<file path="config.mk">
export PLATFORM = sky130hd
export DESIGN_NAME = spi_req_arbiter
export DESIGN_NICKNAME = d
export VERILOG_FILES = /design/src/rtl/spi_req_arbiter.sv
export SDC_FILE = /design/constraint.sdc
export NUM_CORES = 1
export LEC_CHECK = 0
export ABC_AREA = 1
export CORE_AREA = 4 4 176 110
export DETAILED_ROUTE_END_ITERATION = 8
export DIE_AREA = 0 0 180 114
export PLACE_DENSITY = 0.77
export SLEW_MARGIN = 20
export SYNTH_ARGS = -nofsm -noshare
export SYNTH_HDL_FRONTEND = slang
export SYNTH_SLANG_ARGS = --single-unit
</file>
<file path="constraint.sdc">
create_clock -name wb_clk_in -period 3 [get_ports wb_clk_in]
set_input_delay 0.45 -clock wb_clk_in [delete_from_list [all_inputs] [get_ports wb_clk_in]]
set_output_delay 0.45 -clock wb_clk_in [all_outputs]
set_load 0.005 [all_outputs]
</file>
<file path="src/rtl/spi_req_arbiter.sv">
// -----------------------------------------------------------------------------
// spi_req_arbiter
//
// Purpose:
//   Wishbone master that lets NREQ client requesters share one SPI master core.
//   Requesters are served in round-robin order. For each granted request the
//   block programs the core (SS, TX0, CTRL with GO), polls CTRL until GO
//   clears, reads RX0, releases SS and hands the received word back with a
//   one-cycle done pulse. DIVIDER is written once after every reset.
//
// Parameters:
//   NREQ         number of requesters (2..8); requester i drives SS bit i
//   DIVIDER      value written to DIVIDER[15:0] after reset
//   ACK_TIMEOUT  cycles to wait for m_ack_in before an access is abandoned
//
// Ports:
//   wb_clk_in    clock
//   wb_rst_n_in  asynchronous reset, active low
//   req_in       per-requester pending flag
//   req_data_in  per-requester TX word       (requester i at [32i+31:32i])
//   req_len_in   per-requester bit count     (requester i at [7i+6:7i])
//   req_mode_in  per-requester {lsb, tx_negedge, rx_negedge} (at [3i+2:3i])
//   done_out     one-cycle pulse on the bit of the finished requester
//   err_out      one-cycle pulse with done_out when the transfer was aborted
//   rdata_out    RX0 word of the finished transfer (0 when aborted)
//   busy_out     high from grant until the done pulse
//   m_*          Wishbone master port towards the SPI core's slave port
// -----------------------------------------------------------------------------
module spi_req_arbiter #(
  parameter int          NREQ        = 4,
  parameter logic [15:0] DIVIDER     = 16'd1,
  parameter int          ACK_TIMEOUT = 64
) (
  input  logic                 wb_clk_in,
  input  logic                 wb_rst_n_in,
  input  logic [NREQ-1:0]      req_in,
  input  logic [NREQ*32-1:0]   req_data_in,
  input  logic [NREQ*7-1:0]    req_len_in,
  input  logic [NREQ*3-1:0]    req_mode_in,
  output logic [NREQ-1:0]      done_out,
  output logic                 err_out,
  output logic [31:0]          rdata_out,
  output logic                 busy_out,
  output logic                 m_cyc_out,
  output logic                 m_stb_out,
  output logic                 m_we_out,
  output logic [4:0]           m_addr_out,
  output logic [31:0]          m_data_out,
  output logic [3:0]           m_sel_out,
  input  logic [31:0]          m_data_in,
  input  logic                 m_ack_in
);

  localparam int IW = (NREQ > 1) ? $clog2(NREQ) : 1;
  localparam int TW = $clog2(ACK_TIMEOUT + 1);

  // SPI core register map
  localparam logic [4:0] A_TXRX = 5'h00;
  localparam logic [4:0] A_CTRL = 5'h10;
  localparam logic [4:0] A_DIV  = 5'h14;
  localparam logic [4:0] A_SS   = 5'h18;

  typedef enum logic [3:0] {
    S_INIT,
    S_ARB,
    S_W_SS,
    S_W_TX,
    S_W_CTRL,
    S_POLL,
    S_RD_RX,
    S_W_SSCLR,
    S_DONE
  } state_t;

  // The core treats a zero length as 32 bits; anything above 32 is
  // meaningless to it, so both are forced to a full word.
  function automatic logic [6:0] f_coerce_len(input logic [6:0] len);
    return ((len == 7'd0) || (len > 7'd32)) ? 7'd32 : len;
  endfunction

  // Control state
  state_t             r_state;
  logic [IW-1:0]      r_rr;
  logic [IW-1:0]      r_idx;
  logic               r_err;
  logic               r_ssclr_retry;
  logic               r_wait;
  logic [TW-1:0]      r_tmo;

  // Registered bus and client outputs
  logic               r_cyc;
  logic               r_stb;
  logic               r_we;
  logic [4:0]         r_addr;
  logic [31:0]        r_wdat;
  logic [3:0]         r_sel;
  logic [NREQ-1:0]    r_done;
  logic               r_err_o;
  logic [31:0]        r_rdata;
  logic               r_busy;

  // Request fields captured at grant (no reset needed: only read after a grant)
  logic [31:0]        r_data;
  logic [6:0]         r_len;
  logic [2:0]         r_mode;

  // Combinational arbitration and access selection
  logic               w_any;
  logic [IW-1:0]      w_gidx;
  logic [IW:0]        w_sum;
  logic [IW-1:0]      w_next_rr;
  logic               w_grant;
  logic               w_launch;
  logic               w_we;
  logic [4:0]         w_addr;
  logic [31:0]        w_wdat;
  logic [31:0]        w_ctrl;

  // ---------------------------------------------------------------------------
  // Round-robin search: first pending requester at or after r_rr. Scanning
  // from the farthest offset down lets the nearest one win the last write.
  // ---------------------------------------------------------------------------
  always_comb begin
    w_any  = 1'b0;
    w_gidx = '0;
    w_sum  = '0;
    for (int k = NREQ - 1; k >= 0; k--) begin
      w_sum = {1'b0, r_rr} + (IW+1)'(k);
      if (w_sum >= (IW+1)'(NREQ)) begin
        w_sum = w_sum - (IW+1)'(NREQ);
      end
      if (req_in[w_sum[IW-1:0]]) begin
        w_any  = 1'b1;
        w_gidx = w_sum[IW-1:0];
      end
    end
  end

  assign w_next_rr = (w_gidx == IW'(NREQ - 1)) ? '0 : w_gidx + 1'b1;
  assign w_grant   = (r_state == S_ARB) && !r_cyc && w_any;

  // CTRL: {ass=0, ie=0, lsb, tx_neg, rx_neg, go=1, 1'b0, len[6:0]}
  assign w_ctrl = {18'd0, 1'b0, 1'b0, r_mode[2], r_mode[1], r_mode[0],
                   1'b1, 1'b0, r_len};

  // ---------------------------------------------------------------------------
  // Which access (if any) the current state wants to start once the bus is
  // idle. POLL holds off until two idle cycles have passed.
  // ---------------------------------------------------------------------------
  always_comb begin
    w_launch = 1'b0;
    w_we     = 1'b1;
    w_addr   = 5'h00;
    w_wdat   = 32'd0;
    case (r_state)
      S_INIT: begin
        w_launch = 1'b1;
        w_addr   = A_DIV;
        w_wdat   = {16'd0, DIVIDER};
      end
      S_W_SS: begin
        w_launch = 1'b1;
        w_addr   = A_SS;
        w_wdat   = 32'd1 << r_idx;
      end
      S_W_TX: begin
        w_launch = 1'b1;
        w_addr   = A_TXRX;
        w_wdat   = r_data;
      end
      S_W_CTRL: begin
        w_launch = 1'b1;
        w_addr   = A_CTRL;
        w_wdat   = w_ctrl;
      end
      S_POLL: begin
        w_launch = r_wait;
        w_we     = 1'b0;
        w_addr   = A_CTRL;
      end
      S_RD_RX: begin
        w_launch = 1'b1;
        w_we     = 1'b0;
        w_addr   = A_TXRX;
      end
      S_W_SSCLR: begin
        w_launch = 1'b1;
        w_addr   = A_SS;
        w_wdat   = 32'd0;
      end
      default: begin
        w_launch = 1'b0;
      end
    endcase
  end

  // ---------------------------------------------------------------------------
  // Grant capture
  // ---------------------------------------------------------------------------
  always_ff @(posedge wb_clk_in) begin
    if (w_grant) begin
      r_data <= req_data_in[32*int'(w_gidx) +: 32];
      r_len  <= f_coerce_len(req_len_in[7*int'(w_gidx) +: 7]);
      r_mode <= req_mode_in[3*int'(w_gidx) +: 3];
    end
  end

  // ---------------------------------------------------------------------------
  // Sequencer and Wishbone engine. An access is held until ack; the bus is
  // released on the ack edge, so the following cycle is always idle before
  // the next state may launch its own access.
  // ---------------------------------------------------------------------------
  always_ff @(posedge wb_clk_in or negedge wb_rst_n_in) begin
    if (!wb_rst_n_in) begin
      r_state       <= S_INIT;
      r_rr          <= '0;
      r_idx         <= '0;
      r_err         <= 1'b0;
      r_ssclr_retry <= 1'b0;
      r_wait        <= 1'b0;
      r_tmo         <= '0;
      r_cyc         <= 1'b0;
      r_stb         <= 1'b0;
      r_we          <= 1'b0;
      r_addr        <= 5'h00;
      r_wdat        <= 32'd0;
      r_sel         <= 4'h0;
      r_done        <= '0;
      r_err_o       <= 1'b0;
      r_rdata       <= 32'd0;
      r_busy        <= 1'b0;
    end else begin
      r_done  <= '0;
      r_err_o <= 1'b0;

      if (r_cyc) begin
        if (m_ack_in) begin
          r_cyc  <= 1'b0;
          r_stb  <= 1'b0;
          r_we   <= 1'b0;
          r_addr <= 5'h00;
          r_wdat <= 32'd0;
          r_sel  <= 4'h0;
          r_tmo  <= '0;
          case (r_state)
            S_INIT:    r_state <= S_ARB;
            S_W_SS:    r_state <= S_W_TX;
            S_W_TX:    r_state <= S_W_CTRL;
            S_W_CTRL: begin
              r_state <= S_POLL;
              r_wait  <= 1'b0;
            end
            S_POLL: begin
              // GO still set: go round again after another idle gap
              if (m_data_in[8]) begin
                r_wait <= 1'b0;
              end else begin
                r_state <= S_RD_RX;
              end
            end
            S_RD_RX: begin
              r_rdata <= m_data_in;
              r_state <= S_W_SSCLR;
            end
            S_W_SSCLR: r_state <= S_DONE;
            default:   r_state <= S_ARB;
          endcase
        end else if (r_tmo == TW'(ACK_TIMEOUT - 1)) begin
          r_cyc  <= 1'b0;
          r_stb  <= 1'b0;
          r_we   <= 1'b0;
          r_addr <= 5'h00;
          r_wdat <= 32'd0;
          r_sel  <= 4'h0;
          r_tmo  <= '0;
          if (r_state == S_INIT) begin
            r_state <= S_INIT;
          end else if (r_state == S_W_SSCLR) begin
            // Clearing SS gets one second chance, then the transfer ends anyway
            r_err <= 1'b1;
            if (r_ssclr_retry) begin
              r_state <= S_DONE;
            end else begin
              r_ssclr_retry <= 1'b1;
            end
          end else begin
            r_err   <= 1'b1;
            r_state <= S_W_SSCLR;
          end
        end else begin
          r_tmo <= r_tmo + 1'b1;
        end
      end else begin
        case (r_state)
          S_ARB: begin
            if (w_any) begin
              r_idx         <= w_gidx;
              r_rr          <= w_next_rr;
              r_busy        <= 1'b1;
              r_err         <= 1'b0;
              r_ssclr_retry <= 1'b0;
              r_state       <= S_W_SS;
            end
          end
          S_POLL: begin
            if (!r_wait) begin
              r_wait <= 1'b1;
            end
          end
          S_DONE: begin
            r_done  <= NREQ'(1) << r_idx;
            r_err_o <= r_err;
            if (r_err) begin
              r_rdata <= 32'd0;
            end
            r_busy  <= 1'b0;
            r_state <= S_ARB;
          end
          default: begin
          end
        endcase

        if (w_launch) begin
          r_cyc  <= 1'b1;
          r_stb  <= 1'b1;
          r_we   <= w_we;
          r_addr <= w_addr;
          r_wdat <= w_we ? w_wdat : 32'd0;
          r_sel  <= 4'hF;
          r_tmo  <= '0;
        end
      end
    end
  end

  assign done_out   = r_done;
  assign err_out    = r_err_o;
  assign rdata_out  = r_rdata;
  assign busy_out   = r_busy;
  assign m_cyc_out  = r_cyc;
  assign m_stb_out  = r_stb;
  assign m_we_out   = r_we;
  assign m_addr_out = r_addr;
  assign m_data_out = r_wdat;
  assign m_sel_out  = r_sel;

endmodule

</file>
==> impl_metrics.py, run 1 <==
metrics = {
    "floorplan": {
        "num_rows": 38,
        "die_w_um": 180,
        "dieArea_um2": 20500,
        "start_util_pct": 38.5,
        "core_region_area_um2": 17700,
        "fp.dieH_um": 114,
        "io_pins": 289,
    },
    "drt": {
        "vias_per_cell": 5.17,
        "remaining_drc_errors": 0,
        "wirelength_um": 21900,
        "drt.antenna.violating_nets": 0,
        "num_vias": 6775,
        "first_pass_iters": 5,
        "drt_iter0_markers": 417,
        "wire_per_inst_um": 16.7,
    },
    "placed_design": {
        "post-place-cells": 1278,
        "hpwlAfterDp_um": 16400,
        "port-buffer-count": 286,
        "pre_cts_ws_ns": 0.122,
        "post_dp_cell_area_um2": 9910,
        "gp_congestion": 0.922,
    },
    "layout": {
        "final.fill_count": 1545,
        "fin_util_pct": 59.1,
        "instances_no_fill": 1310,
        "final_common_cell": "clkdlybuf4s50_1",
        "finalInstanceArea_um2": 10500,
        "layout.nets": 1265,
        "diodes": 0,
        "layout_common_cells": "clkdlybuf4s50_1 (285), nand2_1 (155), nor2_1 (142)",
        "syn_to_final_growth_pct": 53.7,
        "drive_above_1_share_pct": 6.82,
    },
    "setup_path": {
        "worstSetupEndpointType": "register",
        "rrSetupSlack_ns": 0.56,
        "start_kind": "input port",
        "critical_path.top_delay_family": "buffers and inverters",
        "worst-r2r-cell-count": 12,
        "crit_required_ns": 3.17,
        "crit_chain": "clkdlybuf4s50_1 > inv_1 > o21ai_0 > nand2_2 > nand3_2 > nand2_2 > nand2_2 > nand2_4 > inv_2 > buf_12 > nor2_1 > o32ai_1",
        "cp_slowest_cell": "clkdlybuf4s50_1",
        "timing.rr.end": "r_data[0]",
        "critPathMostFrequentCell": "nand2_2",
        "reg2reg_from": "r_rr[0]",
        "max_stage_delay_ns": 0.48,
        "arrival_ns": 2.66,
        "crit_path_max_fanout": 52,
        "path_buf_inv": 4,
        "critPathKind": "in2reg",
    },
    "sta": {
        "skew_ns": 0.0117,
        "fin_crit_sh_pct": 82.8,
        "finalSetupViolCount": 0,
        "layout_setup_ws_ns": 0.517,
        "rsz0062_at_grt": "false",
        "timing.final.max_slew_violations": 0,
        "fmax_ghz": 0.403,
        "fin_hold_ws_ns": 0.0548,
        "setup_tns_ns": 0,
        "max_slew_margin_pct": 39.7,
        "fin_crit_ns": 2.48,
        "worstMarginPinSlew_ns": 0.901,
        "hold_viol_final": 0,
    },
    "flow_run": {
        "drv_cap": 0,
    },
    "synthesis": {
        "syn_area_per_cell_um2": 8.67,
        "synth_edf_count": 42,
        "ys_seq_area_share_pct": 53.0,
        "async_flop_share_pct": 69.1,
        "synth.cell_area_um2": 6820,
        "synth.distinct_cells": 39,
        "syn_inst": 787,
        "ys_ff_latch": 136,
        "yosysWarningCount": 0,
        "synth-main-ff-cell": "dfrtp_1",
    },
    "clocking": {
        "cts_resized": 0,
        "clockBufferDepth": 2,
        "hold_buffers": 0,
        "cts_tree": "built",
        "clkTransAtPathRegs_ns": 0.06,
        "cts_max_level": 4,
        "clkLatencyLatePin_ns": 0.40,
        "clkSinkCount": 136,
        "numCtsBuffers": 17,
        "postCtsSetupRepairBufs": 0,
        "clockRootBuffer": "clkbuf_16",
    },
    "global_route": {
        "grt_max_degree": 65,
        "grt_pass1_wl_um": 34400,
        "grt.total_usage_pct": 20.8,
        "grt_pass1_vias": 6694,
        "overflow": 0,
        "antenna_found_initial": 0,
    },
    "pwr": {
        "total_power_mw": 4.65,
        "power_density_nw_per_um2": 444,
        "p_leak_nw": 4.30,
        "ir_drop_mv": 0.326,
    },
    "worst_hold_path": {
        "hold_path_class": "in2async",
    },
    "outcome": {
        "status": "finished, final reports clean",
    },
}
-- report_power, final --
group	internal, mW	leakage, nW	switching [mW]
logic	0.368	2.42	0.309
registers	1.94	1.60	0.00304
clock network	1.20	0.282	0.829
total	3.51	4.30	1.14
-- final cells by class --
cell class	instances	area, um2	share of cell area, %
tap	240	300	2.86
clock inverter	12	111	1.06
inverter	46	173	1.65
sequential	136	3610	34.5
multi-input combinational	553	2800	26.7
timing repair buffer	303	3030	28.9
clock buffer	20	458	4.37
-- synthesized netlist by cell type (2+ instances only) --
| master | number | area share (%) |
|---|---|---|
| nor2_2 | 4 | 0.37 |
| nor2_1 | 143 | 7.9 |
| nand2_1 | 157 | 8.6 |
| nand2_2 | 7 | 0.64 |
| a22o_1 | 4 | 0.51 |
| buf_2 | 7 | 0.51 |
| o21a_1 | 2 | 0.22 |
| inv_1 | 43 | 2.4 |
| o22ai_1 | 4 | 0.37 |
| buf_4 | 8 | 0.88 |
| buf_6 | 2 | 0.33 |
| edfxtp_1 | 42 | 18 |
| inv_2 | 3 | 0.17 |
| a32oi_1 | 5 | 0.64 |
| o32ai_1 | 35 | 4.5 |
| o21ai_0 | 87 | 6.4 |
| clkbuf_1 | 36 | 2.0 |
| a21oi_1 | 8 | 0.59 |
| nand3_2 | 3 | 0.44 |
| nand3b_1 | 2 | 0.22 |
| a32o_1 | 21 | 3.1 |
| a221oi_1 | 4 | 0.51 |
| o21bai_1 | 2 | 0.22 |
| dfrtp_1 | 94 | 34 |
| nor3_1 | 10 | 0.73 |
| nand3_1 | 41 | 3.0 |
-- worst reg2reg max path, stage by stage, from the launching register on --
cell and delay [ns]:
dfrtp_1 0.47, inv_2 0.16, nand2_1 0.10, nand3_2 0.12, nand2_1 0.07, inv_1 0.12, nand2_2 0.07, nand2_2 0.08
nand2_4 0.14, inv_2 0.22, buf_12 0.26, nor2_1 0.09, o32ai_1 0.34
-- kinds of logic (layout without fill, tap and decap cells) --
kind of cell | after synthesis | count (layout) | share of synthesized area [%]
and+or+nand+nor | 371 | 371 | 22.6
AOI/OAI and AO/OA | 178 | 178 | 17.9
DFF | 136 | 136 | 53.0
buffers and inverters | 100 | 381 | 6.29
adders and majority gates | 1 | 1 | 0.183
other | 1 | 3 | 0.0550
-- routing by layer --
metal | up-vias | track usage, % | share of wire [%]
li1 | 3252 | - | -
met1 | 3217 | 28.1 | 45
met2 | 287 | 32.4 | 44
met3 | 19 | 7.93 | 9.7
met4 | 0 | 4.21 | 1.0
met5 | - | 0 | 0
-- registers in the layout (all words and copies together), names as in the netlist, 2 cells and up --
| register | cells |
|---|---|
| m_data_out | 32 |
| r_data | 32 |
| rdata_out | 32 |
| r_len | 7 |
| r_tmo | 7 |
| done_out | 4 |
| r_state | 4 |
| m_addr_out | 3 |
| r_mode | 3 |
| r_idx | 2 |
| r_rr | 2 |
-- worst max path at each step --
stage | start | end | slack (ns) | cells after the start
after floorplan | req_in[1] | r_rr[1] | 0.50 | 12
after global placement | req_in[1] | r_data[0] | 0.22 | 10
after detailed placement | req_in[1] | r_data[0] | 0.12 | 12
after CTS | req_in[1] | r_data[0] | 0.54 | 12
after global routing | req_in[1] | r_data[0] | 0.34 | 10
final | req_in[1] | r_data[0] | 0.52 | 12
Power figures use the tool's default switching activity.
==> run 2, diff against run 1 <==
- clock period: 3 -> 2.2 ns (I/O delays scaled with it)
==> impl_metrics.py, run 2 (synthesis results as in run 1) <==
metrics = {
    "outcome": {
        "status": "finished with violations",
        "failed_checks": "negative setup slack",
    },
    "layout": {
        "instances_no_fill": 1367,
        "layout.nets": 1322,
        "drive_above_1_share_pct": 18.5,
        "diodes": 0,
        "layout_common_cells": "clkdlybuf4s50_1 (285), nand2_1 (142), nor2_1 (124)",
        "syn_to_final_growth_pct": 69.5,
        "finalInstanceArea_um2": 11600,
        "final_common_cell": "clkdlybuf4s50_1",
    },
    "worst_hold_path": {
        "hold_path_class": "in2async",
    },
    "sta": {
        "skew_ns": 0.0128,
        "rsz0062_at_grt": "true",
        "hold_viol_final": 0,
        "worstMarginPinSlew_ns": 0.584,
        "layout_setup_ws_ns": -0.189,
        "timing.final.max_slew_violations": 0,
        "max_slew_margin_pct": 61.1,
        "fmax_ghz": 0.419,
        "fin_crit_sh_pct": 109,
        "finalSetupViolCount": 59,
        "fin_hold_ws_ns": 0.471,
        "fin_crit_ns": 2.39,
    },
    "drt": {
        "wire_per_inst_um": 17.5,
        "num_vias": 7089,
        "drt.antenna.violating_nets": 0,
        "remaining_drc_errors": 0,
        "first_pass_iters": 5,
        "drt_iter0_markers": 644,
        "vias_per_cell": 5.19,
        "wirelength_um": 23900,
    },
    "placed_design": {
        "hpwlAfterDp_um": 16700,
        "pre_cts_ws_ns": -0.494,
        "post-place-cells": 1317,
        "post_dp_cell_area_um2": 10300,
        "gp_congestion": 0.897,
        "port-buffer-count": 286,
    },
    "clocking": {
        "numCtsBuffers": 17,
        "cts_tree": "built",
        "clkTransAtPathRegs_ns": 0.06,
        "cts_max_level": 4,
        "clkSinkCount": 136,
        "clockRootBuffer": "clkbuf_16",
        "clkLatencyLatePin_ns": 0.41,
        "clockBufferDepth": 2,
    },
    "flow_run": {
        "drv_cap": 0,
    },
    "floorplan": {
        "fp.dieH_um": 114,
        "start_util_pct": 38.5,
        "io_pins": 289,
        "die_w_um": 180,
        "num_rows": 38,
        "core_region_area_um2": 17700,
        "dieArea_um2": 20500,
    },
    "global_route": {
        "overflow": 0,
        "grt_pass1_vias": 6837,
        "grt_pass1_wl_um": 34500,
        "grt_max_degree": 65,
        "antenna_found_initial": 0,
        "grt.total_usage_pct": 20.9,
    },
    "setup_path": {
        "crit_path_max_fanout": 8,
        "cp_slowest_cell": "dfrtp_2",
        "crit_required_ns": 2.36,
        "max_stage_delay_ns": 0.48,
        "crit_chain": "inv_4 > nand2_4 > nand2_4 > inv_4 > nand2_4 > nand3_4 > nor2_4 > nor2_4 > nor2_8 > nand3_2 > nand2_2 > nand2_2 > nand3b_1 > nand2_4 > nor2_2",
        "worstSetupEndpointType": "register",
        "start_kind": "register",
        "critPathMostFrequentCell": "nand2_4",
        "arrival_ns": 2.55,
        "critPathKind": "reg2reg",
    },
    "pwr": {
        "p_leak_nw": 4.77,
        "total_power_mw": 6.67,
        "ir_drop_mv": 0.574,
        "power_density_nw_per_um2": 577,
    },
}
run 2: per-stage QoR:
step                setup TNS (ns)  utilization [%]
floorplan                   -0.923                -
global placement            -17.69             58.0
detailed placement          -23.47             58.0
CTS                         -0.164             62.2
global route                -13.34             65.2
finish                       -7.02             65.2
run 2: repair_timing:
item                                   4_1_cts  5_1_grt
gates resized for setup                     22       90
setup endpoints to repair                   35       96
pin swaps                                    7       11
gates cloned                                 0        6
hold buffers                                 1        0
endpoints found under the hold margin       41        0
buffers inserted                             8        3
run 2: worst max-delay path: cells and delay by family, from the launching register on:
family	cells	cell delay [ns]
AND/OR/NAND/NOR	13	1.49
flip-flops	1	0.48
buffers and inverters	2	0.16
run 2: report_power, final:
group,switching (mW),internal (mW),leakage [nW]
Combinational,0.565,0.705,2.88
Sequential,0.00487,2.64,1.60
Clock,1.08,1.67,0.285
run 2: final cells by class:
type | instances | area (um2)
well taps | 240 | 300
clock buffers | 21 | 472
multi-input cells | 554 | 3240
fillers | 1365 | 6170
inverters | 46 | 185
flip-flops and latches | 136 | 3610
clock inverters | 11 | 109
repair buffers | 359 | 3640
run 2: per-layer routing:
| metal | vias to the layer above | wire [um] | track usage [%] |
|---|---|---|---|
| met5 | - | 0 | 0 |
| li1 | 3388 | - | - |
| met3 | 29 | 2290 | 7.20 |
| met4 | 0 | 329 | 5.53 |
| met2 | 305 | 11100 | 34.2 |
| met1 | 3367 | 10200 | 26.7 |
run 2: final timing paths:
kind	end	startpoint	cells past startpoint	slack [ns]
min	err_out	wb_rst_n_in	2	0.47
min reg2reg	m_data_out[9]	r_data[9]	2	0.47
max in group asynchronous	m_data_out[6]	wb_rst_n_in	3	1.10
max reg2reg	r_len[4]	r_rr[0]	15	-0.19
min in group wb_clk_in	m_data_out[9]	r_data[9]	2	0.47
max	r_len[4]	r_rr[0]	15	-0.19
==> run 3, diff against run 2 <==
- RECOVER_POWER: unset -> 25
==> impl_metrics.py, run 3 (synthesis results as in run 1) <==
metrics = {
    "drt": {
        "vias_per_cell": 5.20,
        "first_pass_iters": 7,
        "drt_iter0_markers": 649,
        "drt.antenna.violating_nets": 0,
        "wirelength_um": 23900,
        "num_vias": 7104,
        "wire_per_inst_um": 17.5,
        "remaining_drc_errors": 0,
    },
    "floorplan": {
        "fp.dieH_um": 114,
        "core_region_area_um2": 17700,
        "num_rows": 38,
        "start_util_pct": 38.5,
        "dieArea_um2": 20500,
        "io_pins": 289,
        "die_w_um": 180,
    },
    "flow_run": {
        "drv_cap": 0,
    },
    "sta": {
        "fin_hold_ws_ns": 0.475,
        "finalSetupViolCount": 59,
        "hold_viol_final": 0,
        "fin_crit_sh_pct": 109,
        "max_slew_margin_pct": 26.5,
        "skew_ns": 0.0128,
        "fmax_ghz": 0.419,
        "fin_crit_ns": 2.39,
        "worstMarginPinSlew_ns": 1.10,
        "timing.final.max_slew_violations": 0,
        "layout_setup_ws_ns": -0.189,
        "setup_tns_ns": -7.04,
        "rsz0062_at_grt": "true",
    },
    "outcome": {
        "status": "finished with violations",
        "failed_checks": "negative setup slack",
    },
    "setup_path": {
        "start_kind": "register",
        "crit_chain": "inv_4 > nand2_4 > nand2_4 > inv_4 > nand2_4 > nand3_4 > nor2_4 > nor2_4 > nor2_8 > nand3_2 > nand2_2 > nand2_2 > nand3b_1 > nand2_4 > nor2_2",
        "path_buf_inv": 2,
        "critPathMostFrequentCell": "nand2_4",
        "critPathKind": "reg2reg",
        "arrival_ns": 2.55,
        "worstSetupEndpointType": "register",
        "crit_required_ns": 2.36,
        "cp_slowest_cell": "dfrtp_2",
        "crit_path_max_fanout": 8,
        "max_stage_delay_ns": 0.48,
        "critical_path.top_delay_family": "simple AND/OR/NAND/NOR gates",
    },
    "layout": {
        "drive_above_1_share_pct": 18.5,
        "layout.nets": 1322,
        "final_common_cell": "clkdlybuf4s50_1",
        "regArea_um2": 3610,
        "syn_to_final_growth_pct": 69.3,
        "layout_common_cells": "clkdlybuf4s50_1 (285), nand2_1 (142), nor2_1 (124)",
        "diodes": 0,
        "final.fill_count": 1369,
        "multi_input_area_um2": 3240,
    },
    "placed_design": {
        "gp_congestion": 0.897,
        "hpwlAfterDp_um": 16700,
        "port-buffer-count": 286,
    },
    "clocking": {
        "numCtsBuffers": 17,
        "cts_tree": "built",
        "clkLatencyLatePin_ns": 0.41,
        "clockRootBuffer": "clkbuf_16",
        "clkSinkCount": 136,
        "clkTransAtPathRegs_ns": 0.06,
        "cts_max_level": 4,
        "clockBufferDepth": 2,
    },
    "global_route": {
        "grt_max_degree": 65,
        "grt.total_usage_pct": 20.9,
        "grt_pass1_vias": 6837,
        "antenna_found_initial": 0,
        "overflow": 0,
        "grt_pass1_wl_um": 34500,
    },
    "worst_hold_path": {
        "hold_path_class": "reg2reg",
    },
    "pwr": {
        "p_leak_nw": 4.76,
        "ir_drop_mv": 0.572,
        "power_density_nw_per_um2": 577,
    },
}
## run 3: cell count changes in the layout (fill, tap and decap cells not counted)
cell,previous run,this run
buf_12,11,10
clkbuf_4,0,1
buf_4,53,51
clkbuf_2,0,2
## run 3: power breakdown
part | total (mW) | internal (mW) | switching, mW
logic | 1.27 | 0.701 | 0.565
registers | 2.65 | 2.64 | 0.00487
clock network | 2.75 | 1.67 | 1.08
## run 3: path summary, 6_finish.rpt
kind                       slack, ns        start            end  cells after the start
setup / recovery               -0.19      r_rr[0]       r_len[4]                     15
setup reg to reg               -0.19      r_rr[0]       r_len[4]                     15
hold / removal                  0.47    r_data[9]  m_data_out[9]                      2
max in group asynchronous       0.26  wb_rst_n_in        r_rr[0]                      3
min in group asynchronous       0.67  wb_rst_n_in        err_out                      2
hold reg to reg                 0.47    r_data[9]  m_data_out[9]                      2
## run 3: worst register-to-register path, stage by stage, from the launching register on
cell and delay, ns:
dfrtp_2 0.48, inv_4 0.11, nand2_4 0.05, nand2_4 0.09
inv_4 0.05, nand2_4 0.09, nand3_4 0.09, nor2_4 0.22
nor2_4 0.08, nor2_8 0.18, nand3_2 0.11, nand2_2 0.09
nand2_2 0.07, nand3b_1 0.23, nand2_4 0.15, nor2_2 0.04
## run 3: repair_timing
item                       CTS  global route
setup endpoints to repair   35            96
pin swaps                    7            11
gates resized for setup     22            90
hold endpoints to repair    41             0
cloned                       0             6
hold buffers                 1             0
setup buffers                8             3
## run 3: stage by stage
stage          utilization [%]  total power [mW]  instance area, um2  setup WS, ns  cells
6_report                  65.1              6.66               11500        -0.189   1367
5_1_grt                   65.1              6.95               11500        -0.269   1367
4_1_cts                   62.2              6.55               11000       -0.0365   1358
3_5_place_dp              58.0              3.72               10300        -0.494   1317
3_3_place_gp              58.0              3.70               10300        -0.428   1317
2_1_floorplan                -              3.12                6860       -0.0828    789
## run 3: final cells by class
type                    instances  share of cell area, %
flip-flops and latches        136                   31.3
clock inverters                11                  0.943
repair buffers                359                   31.4
clock buffers                  21                   4.09
inverters                      46                   1.60
well taps                     240                   2.60
multi-input cells             554                   28.1
## run 3: routing by layer
metal / wire length (um) / vias up / track usage [%]
met5: 0 / - / 0
met4: 336 / 0 / 5.53
met3: 2300 / 30 / 7.20
met2: 11100 / 310 / 34.2
met1: 10100 / 3377 / 26.7
li1: - / 3387 / -
